--- config.mk ---
export PLATFORM = sky130hd
export DESIGN_NAME = psum_accumulator
export DESIGN_NICKNAME = d
export VERILOG_FILES = /design/src/rtl/psum_accumulator.sv
export SDC_FILE = /design/constraint.sdc
export NUM_CORES = 1
export LEC_CHECK = 0
export CORE_MARGIN = 4
export CORE_UTILIZATION = 55
export CTS_BUF_LIST = sky130_fd_sc_hd__clkbuf_16
export DETAILED_ROUTE_END_ITERATION = 12
export PLACE_DENSITY_LB_ADDON = 0.1
export SKIP_LAST_GASP = 1
export SLEW_MARGIN = 20
export SYNTH_ARGS = -nofsm -noshare
export SYNTH_HDL_FRONTEND = slang
export SYNTH_SLANG_ARGS = --single-unit
export TNS_END_PERCENT = 10
--- constraint.sdc ---
create_clock -name clk -period 7.6 [get_ports clk]
set_clock_uncertainty 0.2 [all_clocks]
set_input_delay 0.76 -clock clk [delete_from_list [all_inputs] [get_ports clk]]
set_output_delay 0.76 -clock clk [all_outputs]
set_load 0.05 [all_outputs]
--- src/rtl/psum_accumulator.sv ---
// Output-pixel partial-sum accumulator: bias + N partial sums, round-half-up
// requantization by cfg_shift, saturation to int8. Define PSUM_ACC_RELU_EN to clamp negatives to 0.
module psum_accumulator (
    input  logic               clk,
    input  logic               rst_n,
    input  logic               start,
    input  logic [7:0]         cfg_num_psum,
    input  logic [4:0]         cfg_shift,
    input  logic signed [15:0] bias,
    input  logic               psum_valid,
    input  logic signed [24:0] p_sum,
    output logic               psum_ready,
    output logic               out_valid,
    input  logic               out_ready,
    output logic signed [7:0]  out_data,
    output logic               busy
);

    typedef enum logic [1:0] {IDLE, ACC, QUANT, OUT} state_t;

    state_t             state, state_nxt;
    logic signed [33:0] acc;
    logic [7:0]         count;
    logic [7:0]         n_lat;
    logic [4:0]         shift_lat;
    logic               last_psum;

    logic signed [34:0] rnd, sum, r;
    logic signed [7:0]  q;

    assign last_psum  = (count == n_lat - 8'd1);
    assign psum_ready = (state == ACC);
    assign busy       = (state != IDLE);

    always_ff @(posedge clk or negedge rst_n) begin
        if (!rst_n) state <= IDLE;
        else        state <= state_nxt;
    end

    always_comb begin
        state_nxt = state;
        case (state)
            IDLE:    if (start) state_nxt = ACC;
            ACC:     if (psum_valid && last_psum) state_nxt = QUANT;
            QUANT:   state_nxt = OUT;
            OUT:     if (out_ready) state_nxt = IDLE;
            default: state_nxt = IDLE;
        endcase
    end

    // Round half up before the arithmetic shift; one extra bit keeps the add from overflowing.
    always_comb begin
        rnd = '0;
        if (shift_lat != 5'd0) rnd = 35'sd1 <<< (shift_lat - 5'd1);
        sum = {acc[33], acc} + rnd;
        r   = sum >>> shift_lat;
`ifdef PSUM_ACC_RELU_EN
        if (r < 35'sd0)        q = 8'sd0;
        else if (r > 35'sd127) q = 8'sd127;
        else                   q = r[7:0];
`else
        if (r > 35'sd127)       q = 8'sd127;
        else if (r < -35'sd128) q = -8'sd128;
        else                    q = r[7:0];
`endif
    end

    always_ff @(posedge clk or negedge rst_n) begin
        if (!rst_n) begin
            acc       <= '0;
            count     <= '0;
            n_lat     <= '0;
            shift_lat <= '0;
            out_data  <= '0;
            out_valid <= 1'b0;
        end else begin
            case (state)
                IDLE: if (start) begin
                    n_lat     <= (cfg_num_psum == 8'd0) ? 8'd1 : cfg_num_psum;
                    shift_lat <= cfg_shift;
                    acc       <= {{18{bias[15]}}, bias};
                    count     <= '0;
                end
                ACC: if (psum_valid) begin
                    acc   <= acc + {{9{p_sum[24]}}, p_sum};
                    count <= count + 8'd1;
                end
                QUANT: begin
                    out_data  <= q;
                    out_valid <= 1'b1;
                end
                OUT: if (out_ready) out_valid <= 1'b0;
                default: ;
            endcase
        end
    end

endmodule

Yosys cells after proc, flatten, opt, wreduce, memory -nomap -nowiden --
Cells that the tools add are included.
Storage, ports and cells: flip-flop bits (word level) 66, latch bits 0, memory bits (writable) 0, memory bits (read-only) 0, bits of input ports 59, output and inout port bits 11, memories kept 0
Operators by class: $add $sub $neg 5, multipliers 0, div/mod/pow operators 0, order comparisons 2, equality and inequality tests 8, shift operators 2, mux-type cells 16, bitwise logic cells 0, reduce and logical (&&, ||, !) cells 11
Operator list (number):
- 2-to-1 mux 34 bit | 2
- one-hot mux 34 bit (2 select lines) | 1
- 2-to-1 mux 8 bit | 5
- adder 35 bit | 1
- > comparator 35 x 8 -> 1 bit, second input constant | 1
- < comparator 35 x 8 -> 1 bit, second input constant | 1
- 2-to-1 mux 35 bit | 1
- <<< shifter 2 x 5 -> 35 bit, first input constant | 1
- >>> shifter 35 x 5 -> 35 bit | 1
- adder 34 bit | 1
- one-hot mux 8 bit (2 select lines) | 1
- adder 8 x 1 -> 8 bit, second input constant | 1
- == test 8 bit | 1
- zero test 8 bit | 1
- one-hot mux 2 bit (4 select lines) | 1
- subtractor 8 x 1 -> 8 bit, second input constant | 1
- 2-to-1 mux 2 bit | 3
- inequality test 2 bit, second input constant | 3
- AND reduction 3 bit | 2
- nonzero test 2 bit | 3
- nonzero test 5 bit | 1
- subtractor 5 x 1 -> 5 bit, second input constant | 1
- == test 2 bit, second input constant | 2
- AND reduction 2 bit | 2
- 6 further kinds | 6

Longest topological paths before layout --
Gate-level depths: netlist of the first run.
depth after elaboration 8, depth in mapped cells 25, gate-level depth less buffers 20

Worst setup path after synthesis of the first run --
No wires, ideal clock.
kind flip-flop to flip-flop, from reg shift_lat[2], to reg out_data[2], arrival 6248 ps, data required time 7318 ps, path slack 1070 ps, stages on the path, launching flop included 24, path buffers 6, period minus slack after synthesis 6530 ps, path through dfrtp_1 > clkbuf_1 > clkbuf_1 > buf_1 > clkbuf_1 > clkbuf_1 > nand3_1 > nor2_1 > ha_1 > buf_4 > and4_4 > and2_1 > a221oi_1 > nand2_1 > a221oi_1 > xnor2_1 > o32a_1 > a22o_2 > mux4_2 > or3b_1 > or4b_1 > or4_1 > o31a_1 > o22ai_1
On the way: word-level cells in the longest chain between the ends 8
RTL lines:
- from (decl) | RTL line 25 | logic [4:0] shift_lat;
- from (signal assigned) | RTL line 80 | shift_lat <= cfg_shift;
- subtractor 5 x 1 -> 5 bit | RTL line 54 | if (shift_lat != 5'd0) rnd = 35'sd1 <<< (shift_lat - 5'd1);
- <<< shifter 2 x 5 -> 35 bit | RTL line 54
- 2-to-1 mux 35 bit | RTL line 54
- adder 35 bit | RTL line 55 | sum = {acc[33], acc} + rnd;
- >>> shifter 35 x 5 -> 35 bit (*) | RTL line 56 | r = sum >>> shift_lat;
- < comparator 35 x 8 -> 1 bit | RTL line 63 | else if (r < -35'sd128) q = -8'sd128;
- 2-to-1 mux 8 bit | RTL line 63
- 2-to-1 mux 8 bit (*) | RTL line 62 | if (r > 35'sd127) q = 8'sd127;
- to (signal assigned) | RTL line 89 | out_data <= q;
- to (decl) | RTL line 15 | output logic signed [7:0] out_data,
Every way passes the cells marked *; elsewhere a longest branch is shown, timed or not. A chain may end at the register's enable or synchronous reset.

Final worst setup path of the first run --
from reg shift_lat[0], to reg out_data[4]
The elaborated chain is that of the path after synthesis.

==> results of run 1 <==
-- power by group through the flow --
stage | Combinational [W] | Sequential (W) | Clock, W
global placement | 0.00439 | 0.000724 | 0
CTS | 0.00443 | 0.000726 | 0.000444
detailed placement | 0.00440 | 0.000729 | 0
global route | 0.00492 | 0.000756 | 0.000457
finish | 0.00451 | 0.000728 | 0.000438
floorplan | 0.00332 | 0.000683 | 0
-- cells in the final DEF (no fill, tap or decap), types with 24 or more instances in the layout --
master and count:
clkdlybuf4s50_1 68, o211ai_1 24, nor3_1 27, o21ai_0 92
a21oi_1 101, mux2i_1 35, xnor2_1 45, ha_1 71
nand2_1 144, nand3_1 33, mux2_2 24, nor2_1 153
inv_1 29, dfrtp_1 66
-- per-stage QoR --
stage               power (W)  instance area [um^2]  instances  util, %
finish               0.005676                 10790       1537    62.36
global route         0.006133                 10790       1537    62.36
CTS                  0.005595                 10790       1537    62.36
detailed placement   0.005132                 10490       1521    60.66
global placement     0.005114                 10490       1521    60.66
floorplan            0.004008                  9707       1281        -
-- routing by layer --
metal  vias to the layer above  part of all wire [%]  GRT usage [%]
met5                         -                     0              0
met4                         0                   3.8          12.75
met3                        69                   6.7          4.478
met2                       408                    43          46.19
met1                      4725                    46          44.26
li1                       4835                     -              -
-- state kept, by name (all words and copies together) (netlist names) --
signal / cells
acc: 34
count: 8
n_lat: 8
out_data: 8
shift_lat: 5
state: 2
out_valid: 1
-- worst min-delay path, stage by stage (launching register included) --
cell and delay, ps:
dfrtp_1 370, nand2_1 50, o21ai_0 60
-- cell type report --
type,instances,area [um^2],area share (%)
Clock inverter,7,68.82,0.6381
Sequential cell,66,1652,15.31
Clock buffer,9,225.2,2.088
Inverter,32,120.1,1.114
Multi-Input combinational cell,1107,7587,70.35
Timing Repair Buffer,91,850.8,7.889
Tap cell,225,281.5,2.610
-- cells by family (layout without fill, tap and decap cells) --
group	Yosys count	count (layout)
flip-flops	66	66
AND/OR/NAND/NOR	475	475
XOR/XNOR	68	68
multiplexers	78	78
AO/OA/AOI/OAI	411	411
other	1	1
adder cells (fa/ha/maj)	74	74
buffers and inverters	108	139
-- worst max path at each step --
| stage | cells past startpoint | end | startpoint |
|---|---|---|---|
| after global routing | 18 | out_data[4] | shift_lat[0] |
| after detailed placement | 18 | out_data[5] | shift_lat[0] |
| after CTS | 18 | out_data[5] | shift_lat[0] |
| after global placement | 18 | out_data[2] | shift_lat[0] |
| final | 18 | out_data[4] | shift_lat[0] |
| after floorplan | 23 | out_data[2] | shift_lat[2] |
==> flow_summary_export.csv, run 1 <==
group,metric,value,unit
drt,drt_wl_total,30.70,mm
synth,async_reset_ff_share,100.0,%
synth,post_synth_instance_area,9707,um^2
sta,timing.final.setup_violations,0,
sta,maxSlewHeadroom,28.60,%
global_routing,global_route.usage.total,30.75,%
cts,postCtsSetupRepairBufs,0,
power_and_ir_drop,cellInternalPower,0.002538,W
critical_path,max_stage_delay,650,ps
power_and_ir_drop,power.static_leakage,4.537,nW
synth,postSynth.topFlopCell,"dfrtp_1",
finish,layout-drive-gt1-share,9.451,%
critical_path,cp_cell_sequence,"inv_1 > nand2_1 > nor2_1 > ha_1 > nand2_1 > a211oi_1 > o21ai_1 > a31oi_1 > nor4_1 > o41ai_1 > o21ai_0 > mux2i_1 > o211ai_1 > or3b_1 > or4b_1 > or4_1 > o31a_1 > o22ai_1",
drt,vias,10040,
synth,synth_sequential_area_ratio,17.01,%
floorplan,floorplan.die_area,19840,um^2
drt,drcViolationCount,0,
critical_path,start_kind,"flip-flop",
floorplan,horizontal_die_dimension,140.9,um
worst_hold_path,holdPathStages,2,
cts,cts.sink_count,66,
floorplan,io_pins,70,
synth,postSynthCellCount,1281,
floorplan,placeable_core_area,17300,um^2
drt,antenna_violating_nets_post_route,0,
synth,synth.ff_latch_count,66,
synth,postSynthNetCount,1414,
global_routing,grt_antenna_before_repair,0,
sta,hold-worst-slack,319.9,ps
cts,cts-hold-fix-buffers,0,
cts,postCtsResizedCells,0,
finish,area_growth,11.11,%
power_and_ir_drop,p_sw_share,55.29,%
critical_path,cp_slowest_cell,"nand2_1",
finish,num_antenna_cells,0,
sta,timing.final.hold_violations,0,
global_routing,grt_start_max_net_pins,67,
drt,routed_wire_length_per_instance,19.97,um
sta,setup_ws,590.7,ps
sta,worst_pin_slew,1071,ps
cts,clock_tree.buffer_depth,2,
floorplan,die_h,140.9,um
critical_path,critical_path.n_buffers_inverters,1,
sta,tns,0,ps
synth,post-synth-top-area-cell,"dfrtp_1",
sta,timing.final.max_slew_violations,0,
run_status,run_status,"finished, final reports clean",
cts,tritoncts,"yes",
place,place_ws,898.2,ps
sta,period_minus_slack,7009,ps
synth,synth_most_common_cell,"nor2_1",
critical_path,worstSetupPathType,"reg -> reg",
worst_hold_path,hp-start,"acc[12]",
cts,htree_num_levels,3,
sta,grt_setup_unrepaired,"no",
power_and_ir_drop,share_clk_of_total_power,7.7,%
cts,cts_root_buf,"clkbuf_16",
critical_path,critical_path.top_delay_family,"compound AO/OA/AOI/OAI gates",
sta,period_share,92.23,%
global_routing,first_global_vias,9220,
synth,post-synth-top-area-fraction,17.01,%
critical_path,reg2reg_from,"shift_lat[0]",
critical_path,crit_path_max_fanout,15,
power_and_ir_drop,seq_power_share,12.8,%
sta,maxClockFrequency,0.1427,GHz
drt,number_of_drc_markers_after_the_initial_detailed_route_iteration,1054,
drt,avgViaCountPerCell,6.530,
synth,synth-simple-area-share,22.94,%
place,gp_routability_congestion,0.9879,
global_routing,grt_first_pass_wirelength,49.34,mm
synth,synthXorXnorAreaFrac,6.136,%
place,place_hpwl,23.60,mm
critical_path,rr_endpoint,"out_data[4]",
drt,drt_pre_antenna_iters,5,
synth,compound_gate_fraction_of_synth_area,28.56,%
finish,nets,1440,
worst_hold_path,holdPathEnd,"acc[12]",
synth,synth.lib_cells_used.distinct,98,
place,io_buffers,69,
critical_path,cp_data_required_time,7670,ps
critical_path,worst-r2r-setup-slack,590,ps
cts,worst_setup_hold_path_clk_slew,60,ps
synth,synth.top_cells.by_count,"nor2_1, nand2_1, a21oi_1",
run,drv_cap,0,
synth,ys_top_cells_by_area,"dfrtp_1, ha_1, nor2_1, nand2_1, a21oi_1",
power_and_ir_drop,cellPowerDensity,526.2,nW/um^2
synth,synth_top_family_by_area,"compound AO/OA/AOI/OAI gates",
floorplan,initial_utilization,56.12,%
synth,yosys_warnings,0,
power_and_ir_drop,switching_power,0.003138,W
finish,fillers,1607,
global_routing,grt-ovfl-total,0,
power_and_ir_drop,peakVddDrop,256.7,uV
critical_path,capturing_element_type_of_the_critical_path,"flip-flop",
synth,synth-edff-count,0,
synth,yosys.area_share.adder,9.693,%
worst_hold_path,worst_hold_path_type,"reg -> reg",
cts,cts-buffers-inserted,9,
synth,synthesis.area_per_instance,7.578,um^2
critical_path,path_common_cell,"nand2_1",
cts,clock_latency,350,ps
power_and_ir_drop,combPwrFrac,79.4,%
critical_path,r2r.worst_path.cells,18,
critical_path,cp.arrival,7080,ps
floorplan,rows,48,
synth,muxShareOfSynthArea,10.76,%
(Power assumes the default switching activity.)
==> run 2: changes to the inputs <==
--- a/config.mk
+++ b/config.mk
@@ -9,7 +9,9 @@
 export CORE_UTILIZATION = 55
 export CTS_BUF_LIST = sky130_fd_sc_hd__clkbuf_16
 export DETAILED_ROUTE_END_ITERATION = 12
+export GPL_TIMING_DRIVEN = 0
 export PLACE_DENSITY_LB_ADDON = 0.1
+export SETUP_SLACK_MARGIN = 0.3
 export SKIP_LAST_GASP = 1
 export SLEW_MARGIN = 20
 export SYNTH_ARGS = -nofsm -noshare
==> flow_summary_export.csv, run 2 (synthesis gave the netlist of run 1 again) <==
group,metric,value,unit
run_status,run_status,"finished, final reports clean",
drt,avgViaCountPerCell,6.559,
floorplan,initial_utilization,56.12,%
place,place_hpwl,25.83,mm
place,gp_routability_congestion,1.009,
finish,layout-drive-gt1-share,10.58,%
global_routing,grt_start_max_net_pins,45,
critical_path,max_stage_delay,730,ps
place,io_buffers,69,
cts,cts-buffers-inserted,9,
critical_path,r2r.worst_path.cells,21,
floorplan,die_h,140.9,um
floorplan,floorplan.die_area,19840,um^2
critical_path,capturing_element_type_of_the_critical_path,"flip-flop",
drt,number_of_drc_markers_after_the_initial_detailed_route_iteration,1006,
cts,cts-hold-fix-buffers,0,
critical_path,critical_path.top_delay_family,"compound AO/OA/AOI/OAI gates",
cts,clock_tree.buffer_depth,2,
sta,timing.final.max_slew_violations,0,
worst_hold_path,worst_hold_path_type,"in -> async",
run,drv_cap,0,
sta,timing.final.hold_violations,0,
critical_path,worst-r2r-setup-slack,500,ps
critical_path,path_common_cell,"clkbuf_1",
sta,timing.final.setup_violations,0,
sta,grt_setup_unrepaired,"no",
drt,routed_wire_length_per_instance,20.39,um
finish,area_growth,14.97,%
critical_path,critical_path.n_buffers_inverters,4,
critical_path,cp_cell_sequence,"clkbuf_1 > clkbuf_1 > nand2_1 > clkbuf_1 > nor2_1 > ha_1 > buf_2 > nand4_2 > nor3_1 > o21ai_2 > a31oi_1 > o211ai_1 > o211ai_1 > a22o_1 > a22o_2 > mux4_2 > or3b_1 > or4b_1 > or4_1 > o31a_1 > o22ai_1",
global_routing,grt_antenna_before_repair,0,
critical_path,cp_data_required_time,7670,ps
cts,worst_setup_hold_path_clk_slew,60,ps
critical_path,start_kind,"flip-flop",
finish,largest_register_ff_count,34,
floorplan,placeable_core_area,17300,um^2
finish,nets,1499,
power_and_ir_drop,peakVddDrop,248.2,uV
critical_path,cp.arrival,7170,ps
critical_path,worstSetupPathType,"reg -> reg",
critical_path,cp_slowest_cell,"clkbuf_1",
cts,clock_latency,350,ps
critical_path,reg2reg_from,"shift_lat[0]",
sta,period_share,93.40,%
finish,final_cell_mix,"nor2_1, nand2_1, a21oi_1, o21ai_0, ha_1",
global_routing,first_global_vias,9828,
finish,final_common_cell,"nor2_1",
critical_path,rr_endpoint,"out_data[0]",
sta,worst_pin_slew,962.3,ps
global_routing,global_route.usage.total,32.52,%
drt,drt_pre_antenna_iters,5,
place,place_area,10700,um^2
floorplan,horizontal_die_dimension,140.9,um
drt,vias,10470,
floorplan,rows,48,
cts,htree_num_levels,3,
sta,maxClockFrequency,0.1409,GHz
global_routing,grt_first_pass_wirelength,52.20,mm
sta,hold-worst-slack,106.2,ps
sta,period_minus_slack,7098,ps
critical_path,crit_path_max_fanout,10,
power_and_ir_drop,cellPowerDensity,530.7,nW/um^2
finish,max_flop_register,"acc",
finish,num_antenna_cells,0,
drt,drcViolationCount,0,
drt,drt_wl_total,32.55,mm
global_routing,grt-ovfl-total,0,
finish,final_design_area_no_fill,11160,um^2
sta,maxSlewHeadroom,35.85,%
power_and_ir_drop,power.static_leakage,4.674,nW
cts,cts.sink_count,66,
cts,tritoncts,"yes",
drt,antenna_violating_nets_post_route,0,
cts,cts_root_buf,"clkbuf_16",
floorplan,io_pins,70,
-- run 2: power by group --
| group | internal (W) | switching [W] | total [W] |
|---|---|---|---|
| Combinational | 0.00185 | 0.00293 | 0.00478 |
| Sequential | 0.000514 | 0.000162 | 0.000676 |
| Clock | 0.000287 | 0.000180 | 0.000467 |
| Total | 0.00265 | 0.00327 | 0.00592 |
-- run 2: through the flow --
| stage | utilization (%) | total power, W | instances | worst slack (ps) | TNS [ps] |
|---|---|---|---|---|---|
| 2_1_floorplan | - | 0.004008 | 1281 | 1070 | 0 |
| 3_3_place_gp | 61.74 | 0.005179 | 1575 | -549.3 | -3793 |
| 3_5_place_dp | 61.84 | 0.005224 | 1576 | -574.8 | -3807 |
| 4_1_cts | 63.81 | 0.005726 | 1593 | 338.0 | 0 |
| 5_1_grt | 64.52 | 0.006335 | 1596 | 273.0 | 0 |
| 6_report | 64.52 | 0.005922 | 1596 | 501.7 | 0 |
-- run 2: how the worst max path moves through the flow --
stage | from | endpoint | slack [ps] | cells past startpoint
4_1_cts | shift_lat[2] | out_data[0] | 340 | 23
5_1_grt | shift_lat[2] | out_data[1] | 270 | 25
3_5_place_dp | shift_lat[2] | out_data[0] | -570 | 23
6_report | shift_lat[0] | out_data[0] | 500 | 21
2_1_floorplan | shift_lat[2] | out_data[2] | 1070 | 23
3_3_place_gp | shift_lat[2] | out_data[4] | -550 | 23
-- run 2: layout make-up --
cell class | instances | area (um^2)
fillers | 1622 | 6137
clock inverters | 7 | 92.59
inverters | 32 | 120.1
well taps | 225 | 281.5
repair buffers | 74 | 738.2
clock buffers | 9 | 225.2
flip-flops and latches | 66 | 1652
multi-input cells | 1107 | 7682
plain buffers | 76 | 367.9
-- run 2: worst reg2reg max path, delay by kind of cell, from the launching register on --
kind | cells | cell delay, ps
muxes | 1 | 260
AOI/OAI and AO/OA | 8 | 2240
adders and majority gates | 1 | 310
DFF | 1 | 360
buffers and inverters | 4 | 1510
and+or+nand+nor | 7 | 2130
-- run 2: timing repair --
item | 4_1_cts | 5_1_grt
setup endpoints to repair | 7 | 7
pin swaps | 1 | 1
buffers inserted | 1 | 3
gates resized for setup | 8 | 27
-- run 2: layer usage --
layer | share of wire (%) | GRT usage, %
met2 | 45 | 51.08
met5 | 0 | 0
met3 | 7.5 | 5.461
met1 | 45 | 45.06
met4 | 3.3 | 12.14
==> run 3: changes to the inputs <==
--- a/config.mk
+++ b/config.mk
@@ -8,6 +8,7 @@
 export CORE_MARGIN = 4
 export CORE_UTILIZATION = 55
 export CTS_BUF_LIST = sky130_fd_sc_hd__clkbuf_16
+export CTS_CLUSTER_DIAMETER = 120
 export DETAILED_ROUTE_END_ITERATION = 12
 export GPL_TIMING_DRIVEN = 0
 export PLACE_DENSITY_LB_ADDON = 0.1
==> results of run 3 <==
Same layout as run 2: the final DEF is identical, and so are final timing and power.
==> patch: new RTL, config.mk and constraints of run 3 <==
Build with the macro `PSUM_ACC_RELU_EN` defined.
--- a/src/rtl/psum_accumulator.sv
+++ b/src/rtl/psum_accumulator.sv
@@ -1,5 +1,7 @@
 // Output-pixel partial-sum accumulator: bias + N partial sums, round-half-up
 // requantization by cfg_shift, saturation to int8. Define PSUM_ACC_RELU_EN to clamp negatives to 0.
+`define PSUM_ACC_RELU_EN
+
 module psum_accumulator (
     input  logic               clk,
     input  logic               rst_n,
Formal check against the unedited RTL: not equivalent (a bounded check fails within 4 cycles, from zero or initial values and one cycle with rst_n low).
==> patch against run 3 <==
Routed wire length decreased by 10%. Maximum frequency is 1.2% higher. First-iteration DRC count decreased by 13%. Via count shrank 8.8%. Clock power rose by 4.5%. Power shrank 14%. Synthesized area fell by 6.8%. Worst setup slack better by 0.081 ns. Sequential cell count did not move. Cell area fell by 7.1%. Worst hold slack better by 0.018 ns. Non-clock buffer count down 13.
==> patch: results (changes against run 3) <==
** Power
- Worst ir drop on vdd :: 194 uV (-22%)
- The leakage power figure came to 0.00441 uW (-5.7%).

** Drt
- Initial DRC Count :: 871 (-13%)
- Detailed-routing wirelength on met1 :: 13,200 um (-9.1%)
- The met2 routed wirelength is 12,900 um (-11%).
- Total Routed Length :: 29,300 um (-10%)
- Met3 wire length :: 2420 um (-0.90%)

** Final layout
- The final layout net count came to 1,398 (-6.7%).
- The count of placed standard cells in the final layout, fillers left out is 1,486 (-6.9%).
- Fraction of layout instances using a drive strength above 1 :: 6.85% (-3.7 points)

** Clock tree
- The total of cells resized after clock tree synthesis is 0 (-8).
- The buffer levels on the longest clock path is 2 (unchanged).
- H-tree levels :: 3 (unchanged)

** Place
- HPWL reported at the end of detailed placement :: 23,000 um (-11%)
- The worst setup timing slack at the placement stage was 0.417 ns (+0.991 ns).
- The cell area after placement is 0.0100 mm^2 (-6.3%).
- Final weighted congestion in routability-driven placement :: 0.961 (-4.7%)

** Status
- The flow ran to the end, and the final reports show no timing, DRC or antenna violations.

** GRT
- The wire length of the first global-routing pass came to 47,000 um (-9.9%).
- The global router's overall resource usage is 31.9% (-0.57 points).

** Logic synthesis
- In the post-synthesis netlist, the biggest area contributors are sky130_fd_sc_hd__dfrtp_1 18%, sky130_fd_sc_hd__ha_1 10%, sky130_fd_sc_hd__a21oi_1 5.9%.
- The commonest cells after synthesis are 127 x sky130_fd_sc_hd__nand2_1, 107 x sky130_fd_sc_hd__a21oi_1, 101 x sky130_fd_sc_hd__nor2_1.
- The distinct cell type count of the synthesized netlist came to 89 (-9.2%).
- Fraction of the yosys area taken by sequential cells :: 18.3% (+1.2 points)

** STA
- The remaining max-slew budget at the tightest pin was 34.0% (-1.8 points).
==> patch: power by group <==
group,internal [uW],switching [uW]
logic,1520,2450
clock network,291,197
registers,512,152
==> patch: cells by family after synthesis <==
logic type | after synthesis | share of synthesized area (%)
AND/OR/NAND/NOR | 425 | 22.9
AO/OA/AOI/OAI | 392 | 28.5
adder cells (fa/ha/maj) | 74 | 10.4
other | 1 | 0.0415
XOR/XNOR | 62 | 6.00
multiplexers | 66 | 9.49
buffers and inverters | 98 | 4.41
flip-flops | 66 | 18.3
==> patch: layer usage <==
| metal | vias to the layer above | track usage [%] |
|---|---|---|
| li1 | 4603 | - |
| met1 | 4502 | 44.0 |
| met2 | 384 | 49.9 |
| met3 | 55 | 6.96 |
| met4 | 0 | 10.4 |
| met5 | - | 0 |
==> patch: worst max-delay path, cell delays in order (launching register included) <==
cell                       delay [ns]
sky130_fd_sc_hd__dfrtp_1         0.42
sky130_fd_sc_hd__clkbuf_1        0.27
sky130_fd_sc_hd__clkbuf_2        0.30
sky130_fd_sc_hd__nand2_1         0.17
sky130_fd_sc_hd__clkbuf_1        0.69
sky130_fd_sc_hd__nor3_1          0.12
sky130_fd_sc_hd__ha_1            0.35
sky130_fd_sc_hd__clkbuf_1        0.34
sky130_fd_sc_hd__nand3_1         0.19
sky130_fd_sc_hd__nor4_1          0.36
sky130_fd_sc_hd__o211ai_1        0.21
sky130_fd_sc_hd__a311oi_1        0.42
sky130_fd_sc_hd__o21a_1          0.27
sky130_fd_sc_hd__o22ai_1         0.14
sky130_fd_sc_hd__a21oi_1         0.35
sky130_fd_sc_hd__o21ai_0         0.13
sky130_fd_sc_hd__a211oi_1        0.57
sky130_fd_sc_hd__a32oi_1         0.20
sky130_fd_sc_hd__or4bb_1         0.59
sky130_fd_sc_hd__o32ai_4         0.42
sky130_fd_sc_hd__a31oi_1         0.14
==> patch: worst paths after layout <==
path                       cells past startpoint                       to                     start  slack [ns]
setup / recovery                              20  out_data[0]$_DFFE_PN0P_  shift_lat[1]$_DFFE_PN0P_        0.58
hold / removal                                 1       acc[0]$_DFFE_PN0P_                     rst_n        0.12
setup reg to reg                              20  out_data[0]$_DFFE_PN0P_  shift_lat[1]$_DFFE_PN0P_        0.58
hold reg to reg                                1  out_data[7]$_DFFE_PN0P_   out_data[7]$_DFFE_PN0P_        0.31
max in group asynchronous                      2     count[1]$_DFFE_PN0P_                     rst_n        6.51
min in group clk                               1  out_data[7]$_DFFE_PN0P_   out_data[7]$_DFFE_PN0P_        0.31
==> patch: cell type report <==
cell class / count / area, um^2
plain buffers: 67 / 284
clock buffers: 9 / 225
clock inverters: 7 / 100
fillers: 1495 / 5640
inverters: 31 / 116
multi-input cells: 1020 / 7010
flip-flops and latches: 66 / 1650
well taps: 216 / 270
repair buffers: 70 / 708
